## config.mk

```make
export PLATFORM = sky130hd
export DESIGN_NAME = mux4_scan_ctrl
export DESIGN_NICKNAME = d
export VERILOG_FILES = /design/src/rtl/mux4_scan_ctrl.sv
export SDC_FILE = /design/constraint.sdc
export NUM_CORES = 1
export LEC_CHECK = 0
export ABC_CLOCK_PERIOD_IN_PS = 2100
export CORE_MARGIN = 8
export CORE_UTILIZATION = 45
export DETAILED_ROUTE_END_ITERATION = 8
export PLACE_DENSITY = 0.73
export SYNTH_ARGS = -nofsm -noshare
export SYNTH_HDL_FRONTEND = slang
export SYNTH_SLANG_ARGS = --single-unit
```

## constraint.sdc

```tcl
create_clock -name clk -period 2.1 [get_ports clk]
set_input_delay 0.21 -clock clk [delete_from_list [all_inputs] [get_ports clk]]
set_output_delay 0.21 -clock clk [all_outputs]
set_load 0.05 [all_outputs]
```

## src/rtl/mux4_scan_ctrl.sv

```systemverilog
// rtl/mux4_scan_ctrl.sv - select sequencer and snapshot capture for a 4:1 mux
//
// Purpose:
//   A start pulse begins a scan. The block steps sel through channels 0..3
//   and holds each channel for DWELL cycles. On the last cycle of each dwell
//   it captures mux_out into sample[sel]. After channel 3 it pulses done for
//   one cycle, then raises valid.
//
// Parameters:
//   DWELL   cycles each channel is held on sel (1..2**CNT_W)
//   CNT_W   width of the dwell counter
//
// Ports:
//   clk      in   1  clock, rising edge
//   rst_n    in   1  asynchronous active-low reset
//   start    in   1  scan request, only sampled while idle
//   mux_out  in   1  output of the downstream 4:1 mux
//   sel      out  2  registered select driven to the mux
//   busy     out  1  high while scanning
//   done     out  1  one-cycle completion pulse
//   sample   out  4  sample[i] = mux_out captured while sel == i
//   valid    out  1  sample holds a complete scan (level)
module mux4_scan_ctrl #(
  parameter int DWELL = 4,
  parameter int CNT_W = 3
) (
  input  logic       clk,
  input  logic       rst_n,
  input  logic       start,
  input  logic       mux_out,
  output logic [1:0] sel,
  output logic       busy,
  output logic       done,
  output logic [3:0] sample,
  output logic       valid
);

  typedef enum logic [1:0] {
    ST_IDLE = 2'd0,
    ST_SCAN = 2'd1,
    ST_DONE = 2'd2
  } state_t;

  // Terminal count of one dwell; with DWELL=1 this is 0, so every scan
  // cycle is a capture cycle.
  localparam logic [CNT_W-1:0] CNT_LAST = CNT_W'(DWELL - 1);

  state_t           state_q;
  logic [CNT_W-1:0] cnt_q;
  logic [1:0]       sel_q;
  logic             busy_q;
  logic             done_q;
  logic [3:0]       sample_q;
  logic             valid_q;

  // busy and done are registered alongside the state transition so they
  // line up exactly with the SCAN and DONE states.
  always_ff @(posedge clk or negedge rst_n) begin
    if (!rst_n) begin
      state_q  <= ST_IDLE;
      cnt_q    <= '0;
      sel_q    <= 2'd0;
      busy_q   <= 1'b0;
      done_q   <= 1'b0;
      sample_q <= 4'b0000;
      valid_q  <= 1'b0;
    end else begin
      done_q <= 1'b0;
      case (state_q)
        ST_IDLE: begin
          sel_q <= 2'd0;
          cnt_q <= '0;
          if (start) begin
            state_q <= ST_SCAN;
            busy_q  <= 1'b1;
            valid_q <= 1'b0;
          end
        end
        ST_SCAN: begin
          if (cnt_q != CNT_LAST) begin
            cnt_q <= cnt_q + 1'b1;
          end else begin
            sample_q[sel_q] <= mux_out;
            cnt_q           <= '0;
            if (sel_q == 2'd3) begin
              // sel stays at 3 through DONE and returns to 0 on exit
              state_q <= ST_DONE;
              busy_q  <= 1'b0;
              done_q  <= 1'b1;
            end else begin
              sel_q <= sel_q + 2'd1;
            end
          end
        end
        ST_DONE: begin
          valid_q <= 1'b1;
          sel_q   <= 2'd0;
          state_q <= ST_IDLE;
        end
        default: begin
          state_q <= ST_IDLE;
          sel_q   <= 2'd0;
          busy_q  <= 1'b0;
        end
      endcase
    end
  end

  assign sel    = sel_q;
  assign busy   = busy_q;
  assign done   = done_q;
  assign sample = sample_q;
  assign valid  = valid_q;

endmodule
```

==> results of run 1 <==
[metrics by stage]
| stage | power (mW) | instances |
|---|---|---|
| after global placement | 1.06 | 86 |
| after global routing | 1.33 | 90 |
| final | 1.25 | 90 |
| after CTS | 1.27 | 90 |
| after detailed placement | 1.08 | 86 |
| after floorplan | 0.877 | 59 |
[cell families after synthesis]
kind of cell,count (synthesis),share of synthesized area
and+or+nand+nor,22,0.184
DFF,14,0.532
AOI/OAI and AO/OA,8,0.0703
buffers and inverters,5,0.0304
adders and majority gates,5,0.0951
muxes,4,0.0741
xor gates and xnor gates,1,0.0133
[area by class of cell]
type,count,area share
well taps,16,0.0241
multi-input cells,40,0.347
flip-flops and latches,14,0.422
inverters,4,0.0181
clock buffers,4,0.0437
repair buffers,12,0.145
[cell usage after synthesis]
| cell type | number |
|---|---|
| sky130_fd_sc_hd__nand2_1 | 10 |
| sky130_fd_sc_hd__and2_2 | 1 |
| sky130_fd_sc_hd__a21oi_1 | 2 |
| sky130_fd_sc_hd__nor3b_1 | 1 |
| sky130_fd_sc_hd__ha_1 | 5 |
| sky130_fd_sc_hd__o22ai_1 | 1 |
| sky130_fd_sc_hd__and2_4 | 1 |
| sky130_fd_sc_hd__nand3_1 | 2 |
| sky130_fd_sc_hd__a21boi_0 | 2 |
| sky130_fd_sc_hd__buf_2 | 1 |
| sky130_fd_sc_hd__mux2_1 | 3 |
| sky130_fd_sc_hd__nand2b_1 | 3 |
| sky130_fd_sc_hd__nand3b_1 | 1 |
| sky130_fd_sc_hd__and4bb_4 | 1 |
| sky130_fd_sc_hd__dfrtp_1 | 14 |
| sky130_fd_sc_hd__inv_1 | 4 |
| sky130_fd_sc_hd__o21ai_0 | 3 |
| sky130_fd_sc_hd__nor2_1 | 2 |
| sky130_fd_sc_hd__xnor2_1 | 1 |
| sky130_fd_sc_hd__mux2_4 | 1 |
[registers in the layout, indices dropped and copies added (netlist names)]
name	cells
cnt_q	3
sel	2
state_q	2
sample	4
valid	1
busy	1
done	1
[power by group]
part           switching, mW  internal, mW  leakage, nW
Combinational          0.383         0.238        0.189
Clock                 0.0872         0.106       0.0210
Sequential            0.0755         0.364        0.171
Total                  0.546         0.707        0.381
[layout by cell type, fill, tap and decap left out]
master / n
sky130_fd_sc_hd__and4bb_4: 1
sky130_fd_sc_hd__nand2_1: 10
sky130_fd_sc_hd__nor3b_1: 1
sky130_fd_sc_hd__ha_1: 5
sky130_fd_sc_hd__clkbuf_8: 1
sky130_fd_sc_hd__a21oi_1: 2
sky130_fd_sc_hd__nand3b_1: 1
sky130_fd_sc_hd__inv_1: 4
sky130_fd_sc_hd__nor2_1: 2
sky130_fd_sc_hd__mux2_1: 3
sky130_fd_sc_hd__and2_4: 1
sky130_fd_sc_hd__clkbuf_4: 3
sky130_fd_sc_hd__nand3_1: 2
sky130_fd_sc_hd__xnor2_1: 1
sky130_fd_sc_hd__o22ai_1: 1
sky130_fd_sc_hd__clkdlybuf4s50_1: 12
sky130_fd_sc_hd__nand2b_1: 3
sky130_fd_sc_hd__dfrtp_1: 14
sky130_fd_sc_hd__o21ai_0: 3
sky130_fd_sc_hd__mux2_4: 1
sky130_fd_sc_hd__and2_2: 1
sky130_fd_sc_hd__a21boi_0: 2
[worst max path at each step]
stage	slack, ns	to	from	cells after the start
2_1_floorplan	0.57	sample[3]	sel[0]	3
3_3_place_gp	0.65	sel[0]	sel[0]	1
3_5_place_dp	0.63	sel[0]	sel[0]	1
4_1_cts	0.31	sel[0]	sel[0]	1
5_1_grt	0.27	sel[0]	sel[0]	1
6_report	0.33	sel[0]	sel[0]	1
[layer usage]
metal / GRT usage / wire length [um] / vias to the layer above / share of wire
met5: 0 / 0 / - / 0
met4: 0.0861 / 37 / 0 / 0.033
met3: 0.0163 / 53 / 4 / 0.047
met2: 0.128 / 501 / 10 / 0.44
met1: 0.101 / 535 / 222 / 0.47
li1: - / - / 225 / -
==> impl_results.html, run 1 <==
<table>
<tr><th>Metric</th><th>Value</th></tr>
<tr><th colspan="2">Synth</th></tr>
<tr><td>Synthesized netlist net count</td><td>between 60 and 70</td></tr>
<tr><td>Average cell area after synthesis</td><td>about 11 um^2</td></tr>
<tr><td>Proportion of netlist area held by the largest area contributor</td><td>0.532</td></tr>
<tr><td>Post-synthesis instance area</td><td>658 um^2</td></tr>
<tr><td>Number of instances in the synthesized netlist</td><td>59</td></tr>
<tr><td>Share of the yosys chip area belonging to registers</td><td>0.532</td></tr>
<tr><td>Cell type with the largest total area after synthesis</td><td>sky130_fd_sc_hd__dfrtp_1</td></tr>
<tr><td>Number of different library cells in the post-synthesis netlist</td><td>20</td></tr>
<tr><td>Total number of yosys warnings</td><td>0</td></tr>
<tr><td>Biggest area contributors in the synthesized netlist</td><td>sky130_fd_sc_hd__dfrtp_1 (53%), sky130_fd_sc_hd__ha_1 (9.5%), sky130_fd_sc_hd__nand2_1 (5.7%)</td></tr>
<tr><td>Number of flip-flops and latches in the synthesized netlist</td><td>14</td></tr>
<tr><th colspan="2">Timing</th></tr>
<tr><td>Worst hold margin</td><td>about 0.31 ns</td></tr>
<tr><td>Top achievable clock speed</td><td>roughly 570 MHz</td></tr>
<tr><td>Post-route clock period utilization</td><td>0.843</td></tr>
<tr><td>Least setup slack across all paths after layout</td><td>roughly 0.33 ns</td></tr>
<tr><td>Final setup violation count</td><td>0</td></tr>
<tr><td>Clock tree skew after final layout</td><td>between 0.005 and 0.006 ns</td></tr>
<tr><td>Number of slew-limit violations in the final report</td><td>0</td></tr>
<tr><td>Post-layout minimum cycle time</td><td>1.77 ns</td></tr>
<tr><td>Setup TNS after final layout</td><td>0 ns</td></tr>
<tr><td>Max-Slew Margin vs Limit</td><td>0.590</td></tr>
<tr><td>Slew at the pin closest to its max-slew limit</td><td>between 0.6 and 0.7 ns</td></tr>
<tr><td>Hold violation total from the final report</td><td>0</td></tr>
<tr><td>RSZ-0062 raised after global routing</td><td>false</td></tr>
<tr><th colspan="2">Routing</th></tr>
<tr><td>Overall routed net length</td><td>about 1100 um</td></tr>
<tr><td>Via total after detailed routing</td><td>461</td></tr>
<tr><td>Average routed wire per standard cell</td><td>roughly 13 um</td></tr>
<tr><td>Number of nets with antenna violations after routing</td><td>0</td></tr>
<tr><td>Post-detailed-route via-to-cell ratio</td><td>5.12</td></tr>
<tr><td>DRC violation count after routing</td><td>0</td></tr>
<tr><td>Number of iterations in the first detailed-routing pass</td><td>3</td></tr>
<tr><td>Number of violations reported at the end of detailed-routing iteration 0</td><td>2</td></tr>
<tr><th colspan="2">Floorplan</th></tr>
<tr><td>Number of rows in the core area</td><td>14</td></tr>
<tr><td>Core footprint</td><td>around 1400 um^2</td></tr>
<tr><td>Area of the die</td><td>~2900 um^2</td></tr>
<tr><td>IO Count</td><td>13</td></tr>
<tr><td>Horizontal die dimension</td><td>about 54 um</td></tr>
<tr><td>Starting density of the core</td><td>0.458</td></tr>
<tr><td>Die extent in y</td><td>between 50 and 60 um</td></tr>
<tr><th colspan="2">Cells and area</th></tr>
<tr><td>Count of antenna diodes in the layout</td><td>0</td></tr>
<tr><td>Cell area after layout</td><td>830 um^2</td></tr>
<tr><td>Area taken by multi-input logic gates</td><td>288 um^2</td></tr>
<tr><td>Signed area change from the synthesized netlist to the final layout</td><td>26.0%</td></tr>
<tr><td>Fraction of final layout cells with drive strength greater than 1</td><td>0.108</td></tr>
<tr><td>Number of nets in the finished design</td><td>84</td></tr>
<tr><td>Storage cell area</td><td>approximately 350 um^2</td></tr>
<tr><td>Layout Utilization</td><td>0.578</td></tr>
<tr><td>Filler cells</td><td>around 130</td></tr>
<tr><th colspan="2">GRT</th></tr>
<tr><td>Vias in the first global route</td><td>~440</td></tr>
<tr><td>Global-route wire length before repair</td><td>between 1500 and 2000 um</td></tr>
<tr><td>Pin count of the biggest net entering global routing</td><td>15</td></tr>
<tr><td>Global Route Usage Sum</td><td>0.0865</td></tr>
<tr><td>Leftover overflow at the end of global routing</td><td>0</td></tr>
<tr><td>Antenna violations before repair</td><td>0</td></tr>
<tr><th colspan="2">Worst setup path</th></tr>
<tr><td>Total buffers and inverters traversed by the critical path</td><td>1</td></tr>
<tr><td>R2r startpoint</td><td>cnt_q[0]</td></tr>
<tr><td>Crit-path max cell delay</td><td>0.84 ns</td></tr>
<tr><td>CP max stage cell</td><td>sky130_fd_sc_hd__clkdlybuf4s50_1</td></tr>
<tr><td>Maximum fanout count along the critical path</td><td>5</td></tr>
<tr><td>Worst setup path category</td><td>reg2out</td></tr>
<tr><td>CP top delay family</td><td>buffers and inverters</td></tr>
<tr><td>Endpoint class of the critical path</td><td>output port</td></tr>
<tr><td>Sort of element at the start of the critical path</td><td>register</td></tr>
<tr><td>Data arrival at the endpoint of the critical path</td><td>approximately 1.6 ns</td></tr>
<tr><td>Setup slack of the worst register-to-register path</td><td>0.66 ns</td></tr>
<tr><td>Worst path required time</td><td>1.89 ns</td></tr>
<tr><td>Cell-by-cell trace of the critical path</td><td>clkdlybuf4s50_1</td></tr>
<tr><td>End of the worst register-to-register path</td><td>sample[3]</td></tr>
<tr><td>Depth of the worst register-to-register path</td><td>4</td></tr>
<tr><th colspan="2">Clocking</th></tr>
<tr><td>Total clock buffers created by CTS</td><td>3</td></tr>
<tr><td>H-tree depth</td><td>1</td></tr>
<tr><td>Clock sinks</td><td>14</td></tr>
<tr><td>TritonCTS clock tree</td><td>yes</td></tr>
<tr><td>Post-CTS resize count</td><td>0</td></tr>
<tr><td>Cell chosen for the clock root</td><td>sky130_fd_sc_hd__clkbuf_4</td></tr>
<tr><td>Clock input transition at the sequential cells of the worst setup and hold paths</td><td>0.09 ns</td></tr>
<tr><td>Clock latency of the later-clocked register in the worst-skew pair</td><td>about 0.28 ns</td></tr>
<tr><td>Maximum buffer depth of the clock tree</td><td>2</td></tr>
<tr><td>Number of post-CTS setup repair buffers</td><td>0</td></tr>
<tr><td>Count of hold buffers inserted by post-cts repair</td><td>0</td></tr>
<tr><th colspan="2">Placed design</th></tr>
<tr><td>Half-perimeter wire length after placement</td><td>around 900 um</td></tr>
<tr><td>Worst slack at placement</td><td>about 0.63 ns</td></tr>
<tr><td>Final weighted congestion in routability-driven placement</td><td>just over 0.7</td></tr>
<tr><td>Placed Area</td><td>between 700 and 800 um^2</td></tr>
<tr><td>Number of buffer cells added on primary ports</td><td>12</td></tr>
<tr><th colspan="2">Power</th></tr>
<tr><td>Cell area power density</td><td>1510 nW/um^2</td></tr>
<tr><td>Leakage power figure</td><td>0.381 nW</td></tr>
<tr><td>Peak supply drop</td><td>roughly 0.95 mV</td></tr>
<tr><th colspan="2">Hold path</th></tr>
<tr><td>HP Class</td><td>in2async</td></tr>
<tr><th colspan="2">Status</th></tr>
<tr><td>Result of the run</td><td>finished clean</td></tr>
<tr><th colspan="2">Job</th></tr>
<tr><td>Maxcap violations</td><td>0</td></tr>
</table>
Note: power is estimated with default switching activity, not from simulation.
==> run 2, diff against run 1 <==
Settings changed: ABC_CLOCK_PERIOD_IN_PS 2100 to 1600, CORE_UTILIZATION 45 to 43.
Clock period 2.1 ns to 1.6 ns, I/O delays scaled along.
==> run 2 against run 1 <==
Effect of this change:
- design area decreased by 0.91%
- largest cell class unchanged
- critical endpoint is now sample[3]
- clock skew about the same
- clock power increased by 28%
- largest power group unchanged
- sequential power increased by 28%
- total power increased by 30%
- clock-buffer cell count unchanged
- first-iteration DRC count increased by 100%
- critical path type is now reg2reg
- global-route usage increased by 0.16 points
==> impl_results.html, run 2 (synthesized netlist as in run 1, its figures left out) <==
<table>
<tr><th>Metric</th><th>Value</th></tr>
<tr><th colspan="2">Worst setup path</th></tr>
<tr><td>Depth of the worst register-to-register path</td><td>4</td></tr>
<tr><td>Worst path required time</td><td>1.77 ns</td></tr>
<tr><td>R2r startpoint</td><td>cnt_q[0]</td></tr>
<tr><td>CP max stage cell</td><td>sky130_fd_sc_hd__dfrtp_1</td></tr>
<tr><td>Total buffers and inverters traversed by the critical path</td><td>0</td></tr>
<tr><td>Maximum fanout count along the critical path</td><td>5</td></tr>
<tr><td>CP top delay family</td><td>flip-flops</td></tr>
<tr><td>End of the worst register-to-register path</td><td>sample[3]</td></tr>
<tr><td>Cell-by-cell trace of the critical path</td><td>ha_1 -&gt; and4bb_4 -&gt; and2_4 -&gt; mux2_4</td></tr>
<tr><td>Crit-path max cell delay</td><td>around 0.4 ns</td></tr>
<tr><td>Sort of element at the start of the critical path</td><td>register</td></tr>
<tr><td>Data arrival at the endpoint of the critical path</td><td>1.61 ns</td></tr>
<tr><td>Setup slack of the worst register-to-register path</td><td>0.16 ns</td></tr>
<tr><td>Endpoint class of the critical path</td><td>register</td></tr>
<tr><td>Worst setup path category</td><td>reg2reg</td></tr>
<tr><th colspan="2">Timing</th></tr>
<tr><td>Slew at the pin closest to its max-slew limit</td><td>around 0.34 ns</td></tr>
<tr><td>Post-route clock period utilization</td><td>0.900</td></tr>
<tr><td>Final setup violation count</td><td>0</td></tr>
<tr><td>Top achievable clock speed</td><td>a little under 700 MHz</td></tr>
<tr><td>Number of slew-limit violations in the final report</td><td>0</td></tr>
<tr><td>Setup TNS after final layout</td><td>0 ns</td></tr>
<tr><td>Post-layout minimum cycle time</td><td>about 1.4 ns</td></tr>
<tr><td>Hold violation total from the final report</td><td>0</td></tr>
<tr><td>Clock tree skew after final layout</td><td>roughly 0.0053 ns</td></tr>
<tr><td>Max-Slew Margin vs Limit</td><td>0.771</td></tr>
<tr><td>RSZ-0062 raised after global routing</td><td>false</td></tr>
<tr><th colspan="2">Cells and area</th></tr>
<tr><td>Number of flip-flops under the largest register name</td><td>4</td></tr>
<tr><td>Signed area change from the synthesized netlist to the final layout</td><td>24.9%</td></tr>
<tr><td>Commonest cells after routing, fill and taps aside</td><td>sky130_fd_sc_hd__dfrtp_1 (14), sky130_fd_sc_hd__buf_4 (11), sky130_fd_sc_hd__nand2_1 (10)</td></tr>
<tr><td>Filler cells</td><td>130</td></tr>
<tr><td>Number of nets in the finished design</td><td>86</td></tr>
<tr><td>Layout Utilization</td><td>0.559</td></tr>
<tr><td>Most common library cell in the layout ignoring fill and taps</td><td>sky130_fd_sc_hd__dfrtp_1</td></tr>
<tr><td>Count of antenna diodes in the layout</td><td>0</td></tr>
<tr><td>Fraction of final layout cells with drive strength greater than 1</td><td>0.250</td></tr>
<tr><th colspan="2">Routing</th></tr>
<tr><td>Via total after detailed routing</td><td>approximately 480</td></tr>
<tr><td>Number of iterations in the first detailed-routing pass</td><td>4</td></tr>
<tr><td>Number of nets with antenna violations after routing</td><td>0</td></tr>
<tr><td>DRC violation count after routing</td><td>0</td></tr>
<tr><td>Overall routed net length</td><td>between 1000 and 1500 um</td></tr>
<tr><td>Average routed wire per standard cell</td><td>12.7 um</td></tr>
<tr><td>Number of violations reported at the end of detailed-routing iteration 0</td><td>4</td></tr>
<tr><td>Post-detailed-route via-to-cell ratio</td><td>a little over 5</td></tr>
<tr><th colspan="2">Clocking</th></tr>
<tr><td>Clock sinks</td><td>14</td></tr>
<tr><td>H-tree depth</td><td>1</td></tr>
<tr><td>TritonCTS clock tree</td><td>yes</td></tr>
<tr><td>Clock input transition at the sequential cells of the worst setup and hold paths</td><td>0.09 ns</td></tr>
<tr><td>Count of hold buffers inserted by post-cts repair</td><td>0</td></tr>
<tr><td>Total clock buffers created by CTS</td><td>3</td></tr>
<tr><td>Post-CTS resize count</td><td>0</td></tr>
<tr><td>Clock latency of the later-clocked register in the worst-skew pair</td><td>roughly 0.27 ns</td></tr>
<tr><td>Cell chosen for the clock root</td><td>sky130_fd_sc_hd__clkbuf_4</td></tr>
<tr><td>Maximum buffer depth of the clock tree</td><td>2</td></tr>
<tr><td>Number of post-CTS setup repair buffers</td><td>0</td></tr>
<tr><th colspan="2">Placed design</th></tr>
<tr><td>Final weighted congestion in routability-driven placement</td><td>roughly 0.75</td></tr>
<tr><td>Number of buffer cells added on primary ports</td><td>12</td></tr>
<tr><td>Half-perimeter wire length after placement</td><td>957 um</td></tr>
<tr><th colspan="2">Power</th></tr>
<tr><td>Leakage power figure</td><td>between 0.4 and 0.5 nW</td></tr>
<tr><td>Peak supply drop</td><td>1.43 mV</td></tr>
<tr><td>Cell area power density</td><td>approximately 2000 nW/um^2</td></tr>
<tr><th colspan="2">GRT</th></tr>
<tr><td>Antenna violations before repair</td><td>0</td></tr>
<tr><td>Global-route wire length before repair</td><td>1890 um</td></tr>
<tr><td>Pin count of the biggest net entering global routing</td><td>9</td></tr>
<tr><td>Global Route Usage Sum</td><td>0.0881</td></tr>
<tr><td>Vias in the first global route</td><td>between 400 and 500</td></tr>
<tr><td>Leftover overflow at the end of global routing</td><td>0</td></tr>
<tr><th colspan="2">Floorplan</th></tr>
<tr><td>IO Count</td><td>13</td></tr>
<tr><td>Core footprint</td><td>about 1500 um^2</td></tr>
<tr><td>Horizontal die dimension</td><td>about 55 um</td></tr>
<tr><td>Die extent in y</td><td>~55 um</td></tr>
<tr><td>Starting density of the core</td><td>0.447</td></tr>
<tr><td>Number of rows in the core area</td><td>14</td></tr>
<tr><td>Area of the die</td><td>about 3000 um^2</td></tr>
<tr><th colspan="2">Job</th></tr>
<tr><td>Maxcap violations</td><td>0</td></tr>
<tr><th colspan="2">Status</th></tr>
<tr><td>Result of the run</td><td>finished clean</td></tr>
<tr><th colspan="2">Hold path</th></tr>
<tr><td>HP Class</td><td>in2async</td></tr>
</table>
## run 2: through the flow
stage	power, mW	cells	setup slack [ns]	hold slack, ns	instance area, um^2
finish	1.63	92	0.159	0.146	822
global placement	1.38	88	0.197	0.452	786
floorplan	1.15	59	0.0730	-0.136	658
detailed placement	1.40	88	0.170	0.453	786
global route	1.73	92	0.0746	0.167	822
CTS	1.65	92	0.152	0.154	822
## run 2: layout make-up
cell class                 count  area, um^2  share of cell area
clock buffer                   4        36.3              0.0441
multi-input combinational     40         288               0.350
inverter                       4        15.0              0.0183
timing repair buffer          14         113               0.137
tap                           16        20.0              0.0244
sequential                    14         350               0.426
## run 2: worst max path at each step
| stage | slack (ns) | endpoint | start | depth (start not counted) |
|---|---|---|---|---|
| 2_1_floorplan | 0.07 | sample[3] | sel[0] | 3 |
| 3_3_place_gp | 0.20 | sample[3] | cnt_q[0] | 4 |
| 3_5_place_dp | 0.17 | sample[3] | cnt_q[0] | 4 |
| 4_1_cts | 0.15 | sample[3] | cnt_q[0] | 4 |
| 5_1_grt | 0.07 | sample[3] | cnt_q[0] | 4 |
| 6_report | 0.16 | sample[3] | cnt_q[0] | 4 |
## run 2: power by group
group	switching [mW]	internal [mW]	leakage, nW	total [mW]
Clock	0.109	0.138	0.0210	0.247
Combinational	0.526	0.293	0.209	0.820
Sequential	0.0842	0.477	0.171	0.562
Total	0.720	0.909	0.401	1.63
## run 2: metal layers
metal,share of wire,track usage
met5,0,0
met4,0.018,0.0720
met3,0.068,0.00802
met2,0.45,0.144
met1,0.46,0.102
